## config.mk

```make
export PLATFORM = sky130hd
export DESIGN_NAME = edge_lister_flat
export DESIGN_NICKNAME = d
export VERILOG_FILES = /design/src/rtl/edge_lister_pkg.sv /design/src/rtl/edge_lister_if.sv /design/src/rtl/edge_lister_scan_idx.sv /design/src/rtl/edge_lister.sv /design/src/flat_wrapper.sv
export SDC_FILE = /design/constraint.sdc
export NUM_CORES = 1
export LEC_CHECK = 0
export CORE_UTILIZATION = 53
export DETAILED_ROUTE_END_ITERATION = 10
export PLACE_DENSITY = 0.81
export RECOVER_POWER = 25
export SLEW_MARGIN = 20
export SYNTH_ARGS = -nofsm -noshare
export SYNTH_HDL_FRONTEND = slang
export SYNTH_HIERARCHICAL = 1
export SYNTH_SLANG_ARGS = --single-unit
```

## constraint.sdc

```tcl
create_clock -name clk -period 15.75 [get_ports clk]
set_input_delay 1.575 -clock clk [delete_from_list [all_inputs] [get_ports clk]]
set_output_delay 1.575 -clock clk [all_outputs]
set_load 0.02 [all_outputs]
```

## src/rtl/edge_lister_pkg.sv

```systemverilog
// Shared defaults and FSM state encodings for the edge lister and the
// later edge-removal stage that reuses the lower-triangle index counter.
package edge_lister_pkg;

  localparam int MAX_NODES_DEF  = 16;
  localparam int NODE_WIDTH_DEF = 4;
  localparam int WGT_WIDTH_DEF  = 4;
  localparam int CNT_WIDTH_DEF  = 2 * NODE_WIDTH_DEF;

  typedef enum logic [1:0] {
    ST_IDLE = 2'd0,
    ST_SCAN = 2'd1,
    ST_EMIT = 2'd2,
    ST_FIN  = 2'd3
  } state_t;

endpackage

```

## src/rtl/edge_lister_if.sv

```systemverilog
// Valid/ready edge stream carrying (src, dst, weight) from the lister to the
// betweenness/edge-removal stages.
interface edge_lister_if #(
  parameter int NODE_WIDTH = edge_lister_pkg::NODE_WIDTH_DEF,
  parameter int WGT_WIDTH  = edge_lister_pkg::WGT_WIDTH_DEF
);

  logic                  edge_valid;
  logic                  edge_ready;
  logic [NODE_WIDTH-1:0] edge_src;
  logic [NODE_WIDTH-1:0] edge_dst;
  logic [WGT_WIDTH-1:0]  edge_wgt;

  modport master (
    output edge_valid,
    output edge_src,
    output edge_dst,
    output edge_wgt,
    input  edge_ready
  );

  modport slave (
    input  edge_valid,
    input  edge_src,
    input  edge_dst,
    input  edge_wgt,
    output edge_ready
  );

endinterface

```

## src/rtl/edge_lister_scan_idx.sv

```systemverilog
// edge_scan_idx: walks (i,j) over the strictly-lower triangle, j<i<num_nodes,
// and flags the final cell so the caller can finish without an extra cycle.
module edge_scan_idx
  import edge_lister_pkg::*;
#(
  parameter int NODE_WIDTH = NODE_WIDTH_DEF
) (
  input  logic                  clk,
  input  logic                  rst,
  input  logic                  init,
  input  logic                  adv,
  input  logic [NODE_WIDTH:0]   num_nodes,
  output logic [NODE_WIDTH-1:0] row,
  output logic [NODE_WIDTH-1:0] col,
  output logic                  last
);

  localparam logic [NODE_WIDTH-1:0] ONE_N  = NODE_WIDTH'(1);
  localparam logic [NODE_WIDTH-1:0] ZERO_N = {NODE_WIDTH{1'b0}};
  localparam logic [NODE_WIDTH:0]   ONE_W  = (NODE_WIDTH + 1)'(1);

  logic [NODE_WIDTH-1:0] row_r;
  logic [NODE_WIDTH-1:0] col_r;
  logic                  row_end_s;

  assign row_end_s = (col_r + ONE_N) == row_r;
  assign last      = row_end_s && ({1'b0, row_r} == (num_nodes - ONE_W));
  assign row       = row_r;
  assign col       = col_r;

  // Index register: restart at (1,0), otherwise step j then i; wraps after the last cell.
  always_ff @(posedge clk or posedge rst) begin
    if (rst) begin
      row_r <= ONE_N;
      col_r <= ZERO_N;
    end else if (init) begin
      row_r <= ONE_N;
      col_r <= ZERO_N;
    end else if (adv) begin
      if (row_end_s) begin
        col_r <= ZERO_N;
        row_r <= last ? ONE_N : (row_r + ONE_N);
      end else begin
        col_r <= col_r + ONE_N;
      end
    end
  end

endmodule

```

## src/rtl/edge_lister.sv

```systemverilog
// edge_lister: snapshots an adjacency matrix on start and streams every
// lower-triangle edge. Define EDGE_LISTER_SYMCHECK_EN to add the sticky asym_err check.
module edge_lister
  import edge_lister_pkg::*;
#(
  parameter int MAX_NODES  = MAX_NODES_DEF,
  parameter int NODE_WIDTH = $clog2(MAX_NODES),
  parameter int WGT_WIDTH  = WGT_WIDTH_DEF,
  parameter int CNT_WIDTH  = 2 * NODE_WIDTH
) (
  input  logic                           clk,
  input  logic                           rst,
  input  logic                           start,
  input  logic [0:MAX_NODES*MAX_NODES-1] graph_in,
  input  logic [NODE_WIDTH:0]            num_nodes,
  edge_lister_if.master                  edge_if,
  output logic                           busy,
  output logic                           done,
  output logic [CNT_WIDTH-1:0]           edge_count,
  output logic                           asym_err
);

  localparam logic [NODE_WIDTH:0]   MAX_NODES_V = (NODE_WIDTH + 1)'(MAX_NODES);
  localparam logic [NODE_WIDTH:0]   TWO_V       = (NODE_WIDTH + 1)'(2);
  localparam logic [CNT_WIDTH-1:0]  CNT_ONE     = CNT_WIDTH'(1);
  localparam logic [NODE_WIDTH-1:0] ZERO_N      = {NODE_WIDTH{1'b0}};

  state_t                         state_r;
  state_t                         next_state_s;
  logic [0:MAX_NODES*MAX_NODES-1] snap_r;
  logic [NODE_WIDTH:0]            nn_r;
  logic [NODE_WIDTH:0]            nn_clamp_s;
  logic [NODE_WIDTH-1:0]          row_s;
  logic [NODE_WIDTH-1:0]          col_s;
  logic                           last_s;
  logic                           cell_bit_s;
  logic                           accept_s;
  logic                           idx_init_s;
  logic                           idx_adv_s;
  logic                           load_edge_s;
  logic                           handshake_s;
  logic                           edge_valid_r;
  logic [NODE_WIDTH-1:0]          edge_src_r;
  logic [NODE_WIDTH-1:0]          edge_dst_r;
  logic                           busy_r;
  logic                           done_r;
  logic [CNT_WIDTH-1:0]           edge_count_r;

  assign nn_clamp_s = (num_nodes > MAX_NODES_V) ? MAX_NODES_V : num_nodes;
  // Power-of-two MAX_NODES makes i*MAX_NODES+j a plain concatenation.
  assign cell_bit_s = snap_r[{row_s, col_s}];

  edge_scan_idx #(
    .NODE_WIDTH (NODE_WIDTH)
  ) u_scan_idx (
    .clk       (clk),
    .rst       (rst),
    .init      (idx_init_s),
    .adv       (idx_adv_s),
    .num_nodes (nn_r),
    .row       (row_s),
    .col       (col_s),
    .last      (last_s)
  );

  // FSM state register.
  always_ff @(posedge clk or posedge rst) begin
    if (rst) begin
      state_r <= ST_IDLE;
    end else begin
      state_r <= next_state_s;
    end
  end

  // Next-state and per-cycle control strobes.
  always_comb begin
    next_state_s = state_r;
    accept_s     = 1'b0;
    idx_init_s   = 1'b0;
    idx_adv_s    = 1'b0;
    load_edge_s  = 1'b0;
    handshake_s  = 1'b0;
    case (state_r)
      ST_IDLE: begin
        if (start) begin
          accept_s   = 1'b1;
          idx_init_s = 1'b1;
          if (nn_clamp_s < TWO_V) begin
            next_state_s = ST_FIN;
          end else begin
            next_state_s = ST_SCAN;
          end
        end else begin
          next_state_s = ST_IDLE;
        end
      end
      ST_SCAN: begin
        if (cell_bit_s) begin
          load_edge_s  = 1'b1;
          next_state_s = ST_EMIT;
        end else begin
          idx_adv_s    = 1'b1;
          next_state_s = last_s ? ST_FIN : ST_SCAN;
        end
      end
      ST_EMIT: begin
        if (edge_if.edge_ready) begin
          handshake_s  = 1'b1;
          idx_adv_s    = 1'b1;
          next_state_s = last_s ? ST_FIN : ST_SCAN;
        end else begin
          next_state_s = ST_EMIT;
        end
      end
      ST_FIN: begin
        next_state_s = ST_IDLE;
      end
      default: begin
        next_state_s = ST_IDLE;
      end
    endcase
  end

  // Snapshot, edge output register, counters and status flags.
  always_ff @(posedge clk or posedge rst) begin
    if (rst) begin
      snap_r       <= {(MAX_NODES * MAX_NODES){1'b0}};
      nn_r         <= {(NODE_WIDTH + 1){1'b0}};
      edge_valid_r <= 1'b0;
      edge_src_r   <= ZERO_N;
      edge_dst_r   <= ZERO_N;
      busy_r       <= 1'b0;
      done_r       <= 1'b0;
      edge_count_r <= {CNT_WIDTH{1'b0}};
    end else begin
      if (accept_s) begin
        snap_r <= graph_in;
        nn_r   <= nn_clamp_s;
      end
      if (load_edge_s) begin
        edge_valid_r <= 1'b1;
        edge_src_r   <= row_s;
        edge_dst_r   <= col_s;
      end else if (handshake_s) begin
        edge_valid_r <= 1'b0;
      end
      if (accept_s) begin
        edge_count_r <= {CNT_WIDTH{1'b0}};
      end else if (handshake_s) begin
        edge_count_r <= edge_count_r + CNT_ONE;
      end
      busy_r <= (next_state_s == ST_SCAN) || (next_state_s == ST_EMIT);
      done_r <= (next_state_s == ST_FIN);
    end
  end

`ifdef EDGE_LISTER_SYMCHECK_EN
  logic mirror_bit_s;
  logic asym_err_r;

  assign mirror_bit_s = snap_r[{col_s, row_s}];

  // Sticky mismatch between (i,j) and (j,i); cleared only by an accepted start.
  always_ff @(posedge clk or posedge rst) begin
    if (rst) begin
      asym_err_r <= 1'b0;
    end else if (accept_s) begin
      asym_err_r <= 1'b0;
    end else if ((state_r == ST_SCAN) && (cell_bit_s != mirror_bit_s)) begin
      asym_err_r <= 1'b1;
    end
  end

  assign asym_err = asym_err_r;
`else
  assign asym_err = 1'b0;
`endif

  assign edge_if.edge_valid = edge_valid_r;
  assign edge_if.edge_src   = edge_src_r;
  assign edge_if.edge_dst   = edge_dst_r;
  assign edge_if.edge_wgt   = {WGT_WIDTH{1'b0}};
  assign busy               = busy_r;
  assign done               = done_r;
  assign edge_count         = edge_count_r;

endmodule

```

## src/flat_wrapper.sv

```systemverilog
// flat-port wrapper written by rule: the top's interface ports become plain ports
module edge_lister_flat import edge_lister_pkg::*;
#(
  parameter int MAX_NODES  = MAX_NODES_DEF,
  parameter int NODE_WIDTH = $clog2(MAX_NODES),
  parameter int WGT_WIDTH  = WGT_WIDTH_DEF,
  parameter int CNT_WIDTH  = 2 * NODE_WIDTH
)
  (clk, rst, start, graph_in, num_nodes, busy, done, edge_count, asym_err, edge_if_edge_valid, edge_if_edge_src, edge_if_edge_dst, edge_if_edge_wgt, edge_if_edge_ready);
  edge_lister_if #(.NODE_WIDTH(NODE_WIDTH), .WGT_WIDTH(WGT_WIDTH)) edge_if_i ();
  input  logic clk;
  input  logic rst;
  input  logic start;
  input  logic [0:MAX_NODES*MAX_NODES-1] graph_in;
  input  logic [NODE_WIDTH:0] num_nodes;
  output logic busy;
  output logic done;
  output logic [CNT_WIDTH-1:0] edge_count;
  output logic asym_err;
  output wire logic [$bits(edge_if_i.edge_valid)-1:0] edge_if_edge_valid;
  output wire logic [$bits(edge_if_i.edge_src)-1:0] edge_if_edge_src;
  output wire logic [$bits(edge_if_i.edge_dst)-1:0] edge_if_edge_dst;
  output wire logic [$bits(edge_if_i.edge_wgt)-1:0] edge_if_edge_wgt;
  input wire logic [$bits(edge_if_i.edge_ready)-1:0] edge_if_edge_ready;
  assign edge_if_edge_valid = edge_if_i.edge_valid;
  assign edge_if_edge_src = edge_if_i.edge_src;
  assign edge_if_edge_dst = edge_if_i.edge_dst;
  assign edge_if_edge_wgt = edge_if_i.edge_wgt;
  assign edge_if_i.edge_ready = edge_if_edge_ready;
  edge_lister #(.MAX_NODES(MAX_NODES), .NODE_WIDTH(NODE_WIDTH), .WGT_WIDTH(WGT_WIDTH), .CNT_WIDTH(CNT_WIDTH)) u_core (.clk(clk), .rst(rst), .start(start), .graph_in(graph_in), .num_nodes(num_nodes), .edge_if(edge_if_i), .busy(busy), .done(done), .edge_count(edge_count), .asym_err(asym_err));
endmodule
```

==> summary.md, run 1 <==
| Metric | Value |
|---|---|
| Status | `finished with violations` |
| Violated checks | `capacitance limit, slew limit` |
| Maxcap violations | `2` |
| Pwr/cell area | `195.7 nW/um2` |
| Design Area, Final | `17,810 um2` |
| Mapped Cells | `1,553` |
| Drt first pass iters | `8` |
| GP Congestion | `0.8880` |
| Setup TNS | `0 ns` |
| Top cells by area, synth | `dfrtp_1 (52%), nand2_1 (22%), mux2i_1 (5.5%)` |
| Cell family with most CP delay | `buffers and inverters` |
| Worst hold slack | `0.4696 ns` |
| Fin cells | `2,139` |
| Clk Latency, worst-skew pair | `0.56 ns` |
| I/O pin cnt | `289` |
| Most frequent CP cell | `nand2_1` |
| Hold endpoint | `u_core/snap_r[55]$_DFFE_PP0P_` |
| Pre-CTS setup slack | `11.09 ns` |
| Clock-pin slew on the worst setup and hold paths | `0.06 ns` |
| Final setup margin | `6.756 ns` |
| Peak supply drop | `0.1035 mV` |
| Power Total | `3.484 mW` |
| Post-synthesis cell type count | `64` |
| Met3 usage | `0.03990` |
| Critical path class | `in -> reg` |
| Cts repair resizes | `0` |
| Startpoint Class | `input port` |
| # Post-CTS Setup Buffers | `0` |
| Reg-to-reg slack, setup | `7.65 ns` |
| Crit-path cells | `clkdlybuf4s50_1, nand2_4, clkinvlp_2, buf_4, nand2_1, nand2_1` |
| Pins Over Slew Limit | `293` |
| Slew headroom | `-2.878` |
| Yosys top cell area share | `0.5199` |
| Vias | `11,690` |
| Avg WL per Cell | `17.74 um` |
| CTS max path bufs | `3` |
| Row cnt | `58` |
| Ys flop type | `dfrtp_1` |
| PortBufs | `283` |
| CTS Buf Count | `30` |
| GRT met1 Usage | `0.4054` |
| Initial drt markers | `1,291` |
| Fin. Hold Viols | `0` |
| Vias per std cell | `5.465` |
| HP Start | `u_core/snap_r[55]$_DFFE_PP0P_` |
| Worst path slowest cell | `clkinvlp_2` |
| Synth area leader | `dfrtp_1` |
| Met2 Use GR | `0.4630` |
| Vias in the first global route | `11,600` |
| Initial core utilization | `0.5461` |
| Clk_skew | `0.01244 ns` |
| Placed wire-length estimate | `25,680 um` |
| Post-cts hold buffer count | `0` |
| Register area share after synthesis | `0.5218` |
| Final antenna-violating net count | `0` |
| Clock Sinks | `290` |
| Placeable Area | `25,470 um2` |
| Leakage | `8.834 nW` |
| Most common cell in the netlist | `nand2_1` |
| R2r worst-path depth | `7` |
| Final setup viols | `0` |
| First-pass GRT wire length | `60,380 um` |
| Mapped cell area | `13,910 um2` |
| Fin crit share | `0.5710` |
| GRT busiest layer | `met2` |
| Synth Warn # | `6` |
| Clk root buf | `clkbuf_16` |
| Syn_area_per_cell | `8.957 um2` |
| Worst path bufs/invs | `3` |
| Largest net degree at the start of global routing | `175` |
| H-tree Lvls | `1` |
| Worst path max stage delay | `4.44 ns` |
| Async S/R FF share, synth | `1.000` |
| Worst-path fanout max | `174` |
| Worst Max-Slew Pin Slew | `5.786 ns` |
| CTS tree | `built` |
| Worst Path Required | `16.19 ns` |
| Initial antenna violation count | `1` |
| Synth-to-Final Area Change | `28.00%` |
| Maximum clock frequency | `111.2 MHz` |
| Die ar. | `26,900 um2` |
| Critical R2R Capture | `u_core/snap_r[56]$_DFFE_PP0P_` |
| Arrival time worst endpoint | `9.43 ns` |
| Nets | `2,059` |
| Crit path time final | `8.994 ns` |
| Hold path cells | `2` |
| Post-synth top cells | `nand2_1 (822), dfrtp_1 (289), mux2i_1 (77)` |
| Overall routing resource usage | `0.2880` |
| Crit end category | `flip-flop` |
| Layout cells sized above 1 | `0.06195` |
| Yosys reg bits | `290` |
| Class of the worst hold path | `reg -> reg` |
| RSZ-0062 raised after global routing | `false` |
| WL final | `37,950 um` |
| Reg-to-reg startpoint | `u_core/state_r[0]$_DFF_PP0_` |
| Placed Cells | `2,083` |
| Final Util | `0.6990` |
| Drt drc | `0` |
| EDFF count, synth | `0` |
| Gr ovfl total | `0` |
| Die Ht | `164.0 um` |
| DIE WIDTH | `164.0 um` |
| Area after DPL | `16,780 um2` |
-- kinds of logic after synthesis --
group / count (synthesis) / synth area share
xor gates and xnor gates: 17 / 0.01178
adders and majority gates: 9 / 0.008095
other: 1 / 0.0002696
muxes: 114 / 0.1072
buffers and inverters: 113 / 0.03976
and+or+nand+nor: 917 / 0.2612
AOI/OAI and AO/OA: 92 / 0.04992
DFF: 290 / 0.5218
-- registers in the layout, indices dropped and copies added, names as in the netlist --
signal                     flops
u_core/done                    1
u_core/u_scan_idx/row          4
u_core/state_r                 2
u_core/edge_if.edge_dst        4
u_core/u_scan_idx/col          4
u_core/busy                    1
u_core/edge_if.edge_valid      1
u_core/edge_count              8
u_core/edge_if.edge_src        4
u_core/nn_r                    5
u_core/snap_r                256
-- power breakdown --
part / switching [mW] / internal (mW)
clock network: 0.294 / 0.440
registers: 0.241 / 1.09
logic: 0.798 / 0.620
-- cell type report --
cell class / count / area, um2
clock buffer: 43 / 890.9
clock inverter: 12 / 140.1
fill: 1916 / 7666
timing repair buffer: 292 / 2904
tap: 330 / 412.9
antenna: 1 / 2.502
sequential: 290 / 7267
multi-input combinational: 1154 / 6122
inverter: 17 / 66.31
-- worst max-delay path by stage --
stage	startpoint	end	slack, ns	cells past startpoint
floorplan	rst	u_core/busy$_DFF_PP0_	6.40	1
global placement	start	u_core/snap_r[53]$_DFFE_PP0P_	11.15	6
detailed placement	start	u_core/snap_r[56]$_DFFE_PP0P_	11.09	6
CTS	u_core/u_scan_idx/col[2]$_DFFE_PP0P_	u_core/u_scan_idx/row[2]$_DFFE_PP0P_	11.23	12
global route	start	u_core/snap_r[79]$_DFFE_PP0P_	6.00	6
finish	start	u_core/snap_r[56]$_DFFE_PP0P_	6.76	6
-- layer usage --
layer,routed length [um],up-vias
li1,-,5478
met4,1173,0
met3,2702,82
met1,16150,5634
met2,17930,495
met5,0,-
-- cells in the final DEF, fill, tap and decap left out, types with 7 or more instances in the layout --
cell type	netlist	layout
a21oi_1	15	15
a22oi_1	23	23
buf_4	16	8
clkbuf_16	0	31
clkbuf_8	0	7
clkdlybuf4s50_1	0	268
clkinv_2	0	7
dfrtp_1	289	286
dlygate4sd3_1	0	15
ha_1	9	9
inv_1	15	14
mux2_2	9	9
mux2i_1	77	77
mux4_2	27	27
nand2_1	822	821
nand3_1	18	18
nor2_1	19	19
nor2b_1	13	13
o21ai_0	12	12
xnor2_1	10	10
-- worst reg2reg max path, cell delays in order (launching register included) --
cell and delay, ns:
dfrtp_1 0.36, inv_1 0.09, ha_1 0.24, nand2_4 0.42
clkinvlp_2 4.46, buf_4 2.09, nand2_1 0.24, nand2_1 0.08
(Power assumes the default switching activity.)
==> run 2, diff against run 1 <==
--- a/config.mk
+++ b/config.mk
@@ -5,9 +5,9 @@
 export SDC_FILE = /design/constraint.sdc
 export NUM_CORES = 1
 export LEC_CHECK = 0
-export CORE_UTILIZATION = 53
+export CORE_UTILIZATION = 47
 export DETAILED_ROUTE_END_ITERATION = 10
-export PLACE_DENSITY = 0.81
+export PLACE_DENSITY = 0.76
 export RECOVER_POWER = 25
 export SLEW_MARGIN = 20
 export SYNTH_ARGS = -nofsm -noshare
==> constraint.sdc (replaced) <==
create_clock -name clk -period 7.6 [get_ports clk]
set_input_delay 0.76 -clock clk [delete_from_list [all_inputs] [get_ports clk]]
set_output_delay 0.76 -clock clk [all_outputs]
set_load 0.02 [all_outputs]
==> run 2 against run 1 <==
The flow still finishes with violations (capacitance limit, slew limit). Clock-buffer cell count fell by 2. Utilization fell by 7.8 points. Sequential power rose by 110%. Sequential share of layout area fell by 0.38 points. Final cell count rose by 2.5%. Register-to-register slack got worse by 4.5 ns. Non-clock buffer count rose by 1. Global-route usage fell by 3.6 points. Clock skew fell by 0.0015 ns. Flip-flop and latch count did not move. Highest routed layer unchanged.
==> summary.md, run 2 (synthesis results as in run 1) <==
| Metric | Value |
|---|---|
| Status | `finished with violations` |
| Violated checks | `capacitance limit, slew limit` |
| Initial drt markers | `1,067` |
| Design Area, Final | `17,970 um2` |
| Final setup margin | `2.708 ns` |
| Stages on the worst setup path | `3` |
| ANT cells | `0` |
| Reg-to-reg slack, setup | `3.13 ns` |
| Pwr/cell area | `402.2 nW/um2` |
| Final setup viols | `0` |
| Biggest register | `u_core/snap_r` |
| H-tree Lvls | `1` |
| CP Launch Point | `rst` |
| Avg WL per Cell | `17.52 um` |
| Register Area | `7267 um2` |
| Fin. Hold Viols | `0` |
| Fin crit share | `0.6437` |
| CTS max path bufs | `3` |
| Clock-pin slew on the worst setup and hold paths | `0.06 ns` |
| Overall routing resource usage | `0.2521` |
| First-pass GRT wire length | `60,580 um` |
| Peak supply drop | `0.2187 mV` |
| Cell family with most CP delay | `buffers and inverters` |
| Commonest non-fill, non-tap cell in the layout | `nand2_1` |
| Clk root buf | `clkbuf_16` |
| Worst path slowest cell | `clkbuf_1` |
| Gr ovfl total | `0` |
| PortBufs | `283` |
| Reg-to-reg startpoint | `u_core/u_scan_idx/col[2]$_DFFE_PP0P_` |
| Critical path class | `in -> async` |
| CTS Buf Count | `30` |
| Setup TNS | `0 ns` |
| Initial core utilization | `0.4808` |
| Synth-to-Final Area Change | `29.20%` |
| Arrival time worst endpoint | `4.53 ns` |
| Leakage | `8.864 nW` |
| Fill cell count | `2,369` |
| Clock Sinks | `290` |
| DIE WIDTH | `174.0 um` |
| Placeable Area | `28,940 um2` |
| Post-cts hold buffer count | `0` |
| Worst path max stage delay | `3.01 ns` |
| I/O pin cnt | `289` |
| Slew headroom | `-1.886` |
| Placed wire-length estimate | `26,060 um` |
| Area after DPL | `16,850 um2` |
| Initial antenna violation count | `0` |
| Multi-input gate area in the final layout | `6122 um2` |
| Critical R2R Capture | `u_core/u_scan_idx/row[2]$_DFFE_PP0P_` |
| Die ar. | `30,290 um2` |
| Class of the worst hold path | `reg -> reg` |
| Drt drc | `0` |
| Crit path to | `u_core/snap_r[237]$_DFFE_PP0P_` |
| Layout cells sized above 1 | `0.06139` |
| Pre-CTS setup slack | `3.292 ns` |
| Die Ht | `174.0 um` |
| Clk Latency, worst-skew pair | `0.55 ns` |
| CTS tree | `built` |
| Crit end category | `asynchronous set/reset pin` |
| WL final | `38,400 um` |
| Final Util | `0.6212` |
| Row cnt | `62` |
| Worst path bufs/invs | `3` |
| Drt first pass iters | `7` |
| Crit-path cells | `dlygate4sd3_1, clkinvlp_4, clkbuf_1` |
| Maximum clock frequency | `204.4 MHz` |
| Vias in the first global route | `11,550` |
| Worst-path fanout max | `83` |
| Max FFs per register | `256` |
| Final antenna-violating net count | `0` |
| Vias per std cell | `5.327` |
| Commonest cells after routing, fill and taps aside | `nand2_1 (821), dfrtp_1 (286), clkdlybuf4s50_1 (282)` |
| R2r worst-path depth | `12` |
| Startpoint Class | `input port` |
| Worst Path Required | `7.24 ns` |
| Worst Max-Slew Pin Slew | `4.329 ns` |
| # Post-CTS Setup Buffers | `0` |
| Clk_skew | `0.01097 ns` |
| Nets | `2,060` |
| Cts repair resizes | `0` |
| GP Congestion | `0.8709` |
| Largest net degree at the start of global routing | `210` |
| RSZ-0062 raised after global routing | `false` |
| Maxcap violations | `2` |
| Pins Over Slew Limit | `161` |
| Crit path time final | `4.892 ns` |
| Vias | `11,680` |
==> run 2: how the worst min path moves through the flow <==
stage               slack (ns)                             end  cells after the start                           start
floorplan                 0.44   u_core/snap_r[46]$_DFFE_PP0P_                      2   u_core/snap_r[46]$_DFFE_PP0P_
global placement          0.45   u_core/snap_r[46]$_DFFE_PP0P_                      2   u_core/snap_r[46]$_DFFE_PP0P_
detailed placement        0.46   u_core/snap_r[46]$_DFFE_PP0P_                      2   u_core/snap_r[46]$_DFFE_PP0P_
CTS                       0.47   u_core/snap_r[46]$_DFFE_PP0P_                      2   u_core/snap_r[46]$_DFFE_PP0P_
global route              0.48  u_core/snap_r[246]$_DFFE_PP0P_                      2  u_core/snap_r[246]$_DFFE_PP0P_
finish                    0.47   u_core/snap_r[50]$_DFFE_PP0P_                      2   u_core/snap_r[50]$_DFFE_PP0P_
==> run 2: metal layers <==
metal  global-route usage  routed length, um  vias up  part of all wire
met5                    0                  0        -                 0
met2               0.4213              18760      467              0.49
met3              0.03871               2753       58             0.072
met1               0.3430              15990     5667              0.42
met4              0.06762                904        0             0.024
li1                     -                  -     5484                 -
==> run 2: worst min-delay path: stages, from the launching register on <==
cell     delay, ns
dfrtp_1       0.34
nand2_1       0.05
nand2_1       0.05
==> run 2: stage by stage <==
stage	power, mW	hold WS (ns)	instances
after floorplan	4.759	0.4379	1557
after global placement	5.487	0.4507	2136
after detailed placement	5.592	0.4553	2136
after CTS	7.233	0.4717	2190
after global routing	7.710	0.4793	2192
final	7.229	0.4707	2192
==> run 2: area by class of cell <==
type                    count  share of cell area
clock buffers              41             0.04859
inverters                  17            0.004177
repair buffers            293              0.1636
flip-flops and latches    290              0.4043
clock inverters            13             0.01197
multi-input cells        1154              0.3406
well taps                 384             0.02673
==> run 2: power by group <==
group	leakage [nW]	internal, mW	total, mW	switching [mW]
logic	4.73	1.22	2.87	1.65
registers	3.59	2.26	2.77	0.504
clock network	0.542	1.00	1.59	0.594
total	8.86	4.48	7.23	2.75
==> run 3, diff against run 2 <==
==> constraint.sdc (replaced) <==
create_clock -name clk -period 4 [get_ports clk]
set_input_delay 0.4 -clock clk [delete_from_list [all_inputs] [get_ports clk]]
set_output_delay 0.4 -clock clk [all_outputs]
set_load 0.02 [all_outputs]
==> run 3 against run 2 <==
The run still ends with capacitance limit, slew limit left. Register-to-register slack lost 2.9 ns. Sequential share of layout area shrank 0.30 points. Global-route usage grew 0.82 points. Sequential power grew 94%. Clock-buffer cell count grew 6. Largest cell class unchanged. Largest power group unchanged. Highest routed layer unchanged.
==> summary.md, run 3 (synthesis results as in run 1) <==
| Metric | Value |
|---|---|
| Status | `finished with violations` |
| Violated checks | `capacitance limit, slew limit` |
| ANT cells | `0` |
| Drt drc | `0` |
| Gr ovfl total | `0` |
| Initial drt markers | `1,232` |
| Arrival time worst endpoint | `4.29 ns` |
| CTS tree | `built` |
| Layout cells sized above 1 | `0.07158` |
| Maximum clock frequency | `262.4 MHz` |
| Peak supply drop | `0.3968 mV` |
| DIE WIDTH | `174.0 um` |
| Worst Path Required | `4.47 ns` |
| Class of the worst hold path | `in -> async` |
| CP Launch Point | `u_core/u_scan_idx/col[1]$_DFFE_PP0P_` |
| Largest net degree at the start of global routing | `262` |
| GP Congestion | `0.9132` |
| Nets | `2,080` |
| Max FFs per register | `256` |
| Die ar. | `30,290 um2` |
| Stages on the worst setup path | `12` |
| Critical path class | `reg -> reg` |
| H-tree Lvls | `1` |
| PortBufs | `283` |
| R2r worst-path depth | `12` |
| Overall routing resource usage | `0.2603` |
| Worst Max-Slew Pin Slew | `2.111 ns` |
| Worst path bufs/invs | `1` |
| Worst path slowest cell | `dfrtp_4` |
| Comb pwr share | `0.404` |
| Synth-to-Final Area Change | `30.20%` |
| Final antenna-violating net count | `0` |
| WL final | `40,000 um` |
| Pwr/cell area | `762.9 nW/um2` |
| Biggest register | `u_core/snap_r` |
| Maxcap violations | `2` |
| Final Util | `0.6260` |
| Fin crit share | `0.9528` |
| Placeable Area | `28,940 um2` |
| Reg-to-reg startpoint | `u_core/u_scan_idx/col[1]$_DFFE_PP0P_` |
| Die Ht | `174.0 um` |
| CTS Buf Count | `31` |
| Seq pwr share | `0.390` |
| CTS max path bufs | `3` |
| Share of total power in the clock network | `0.207` |
| Crit-path cells | `buf_4, mux4_2, mux2_2, nand3_1, o2111ai_1, o32ai_1, a211oi_2, o31ai_1, and2_1, nand3_2, a2111o_1, a31oi_1` |
| Final setup viols | `0` |
| Cell family with most CP delay | `compound AO/OA/AOI/OAI gates` |
| Vias | `11,770` |
| Drt first pass iters | `5` |
| Row cnt | `62` |
| Placed wire-length estimate | `27,910 um` |
| Commonest cells after routing, fill and taps aside | `nand2_1 (821), dfrtp_1 (286), clkdlybuf4s50_1 (282)` |
| Fin. Hold Viols | `0` |
| Initial antenna violation count | `0` |
| Crit path time final | `3.811 ns` |
| Worst path max stage delay | `0.64 ns` |
| Reg-to-reg slack, setup | `0.19 ns` |
| Pins Over Slew Limit | `166` |
| First-pass GRT wire length | `62,000 um` |
| I/O pin cnt | `289` |
| Int Pwr | `8.430 mW` |
| Power Total | `13.82 mW` |
| Commonest non-fill, non-tap cell in the layout | `nand2_1` |
| Vias in the first global route | `11,540` |
| Slew headroom | `-0.4071` |
| Critical R2R Capture | `u_core/u_scan_idx/row[2]$_DFFE_PP0P_` |
| Avg WL per Cell | `18.06 um` |
| Clk root buf | `clkbuf_16` |
| Leakage | `8.945 nW` |
| Sw Pwr | `5.387 mW` |
| Clk Latency, worst-skew pair | `0.56 ns` |
| Vias per std cell | `5.314` |
| Startpoint Class | `flip-flop` |
| Crit end category | `flip-flop` |
| Clk_skew | `0.01246 ns` |
| Clock-pin slew on the worst setup and hold paths | `0.06 ns` |
| Clock Sinks | `290` |
| Sw Ratio | `0.3899` |
| Worst-path fanout max | `23` |
| Initial core utilization | `0.4808` |
## run 3: cell types whose count changed in the layout (fill, tap and decap cells not counted), sizes merged
cell / change
inv: +2
clkinvlp: +1
clkinv: -2
clkbuf: +6
buf: +19
bufinv: -4
## run 3: worst max-delay path by stage
stage                                      endpoint  slack [ns]
6_report       u_core/u_scan_idx/row[2]$_DFFE_PP0P_        0.19
5_1_grt        u_core/u_scan_idx/row[2]$_DFFE_PP0P_       -0.03
4_1_cts        u_core/u_scan_idx/row[2]$_DFFE_PP0P_        0.09
3_5_place_dp   u_core/u_scan_idx/row[2]$_DFFE_PP0P_         0.1
3_3_place_gp   u_core/u_scan_idx/row[2]$_DFFE_PP0P_        0.28
2_1_floorplan                 u_core/busy$_DFF_PP0_       -0.14
## run 3: through the flow
stage          std cells  worst slack (ns)  TNS (ns)  area, um2  hold WS [ns]
6_report            2214            0.1887         0      18110        0.3374
4_1_cts             2210           0.09105         0      18060        0.2528
3_5_place_dp        2153           0.09526         0      17040        0.4615
5_1_grt             2214          -0.03089  -0.03089      18110        0.3487
3_3_place_gp        2153            0.2760         0      17040        0.4523
2_1_floorplan       1557           -0.1353    -38.15      13930        0.2149
## run 3: repair_timing
action,CTS,global route
buffers inserted,0,4
hold buffers,0,0
endpoints found under the setup margin,0,3
gates resized for setup,0,2
## run 3: power by group through the flow
stage | combinational, mW | clock [mW] | sequential (mW)
2_1_floorplan | 4.10 | 0 | 4.94
4_1_cts | 5.45 | 2.89 | 5.40
5_1_grt | 6.17 | 3.02 | 5.52
3_5_place_dp | 5.39 | 0 | 5.42
6_report | 5.58 | 2.85 | 5.38
3_3_place_gp | 5.19 | 0 | 5.40
## run 3: cell type report
type,instances,area (um2)
Fill cell,2373,10820
Sequential cell,290,7269
Multi-Input combinational cell,1154,6123
Timing Repair Buffer,312,3148
Clock buffer,47,905.9
Tap cell,384,480.5
Clock inverter,10,112.6
Inverter,17,72.57
## run 3: per-layer routing
layer / track usage / vias to the layer above / part of all wire
li1: - / 5526 / -
met1: 0.3568 / 5644 / 0.42
met2: 0.4202 / 510 / 0.48
met3: 0.04199 / 85 / 0.074
met4: 0.09247 / 0 / 0.035
met5: 0 / - / 0
## run 3: worst register-to-register path: cells and delay by family (launching register included)
kind / cells / cell delay [ns]
AOI/OAI and AO/OA: 6 / 1.58
muxes: 2 / 0.59
and+or+nand+nor: 3 / 0.64
buffers and inverters: 1 / 0.28
DFF: 1 / 0.64
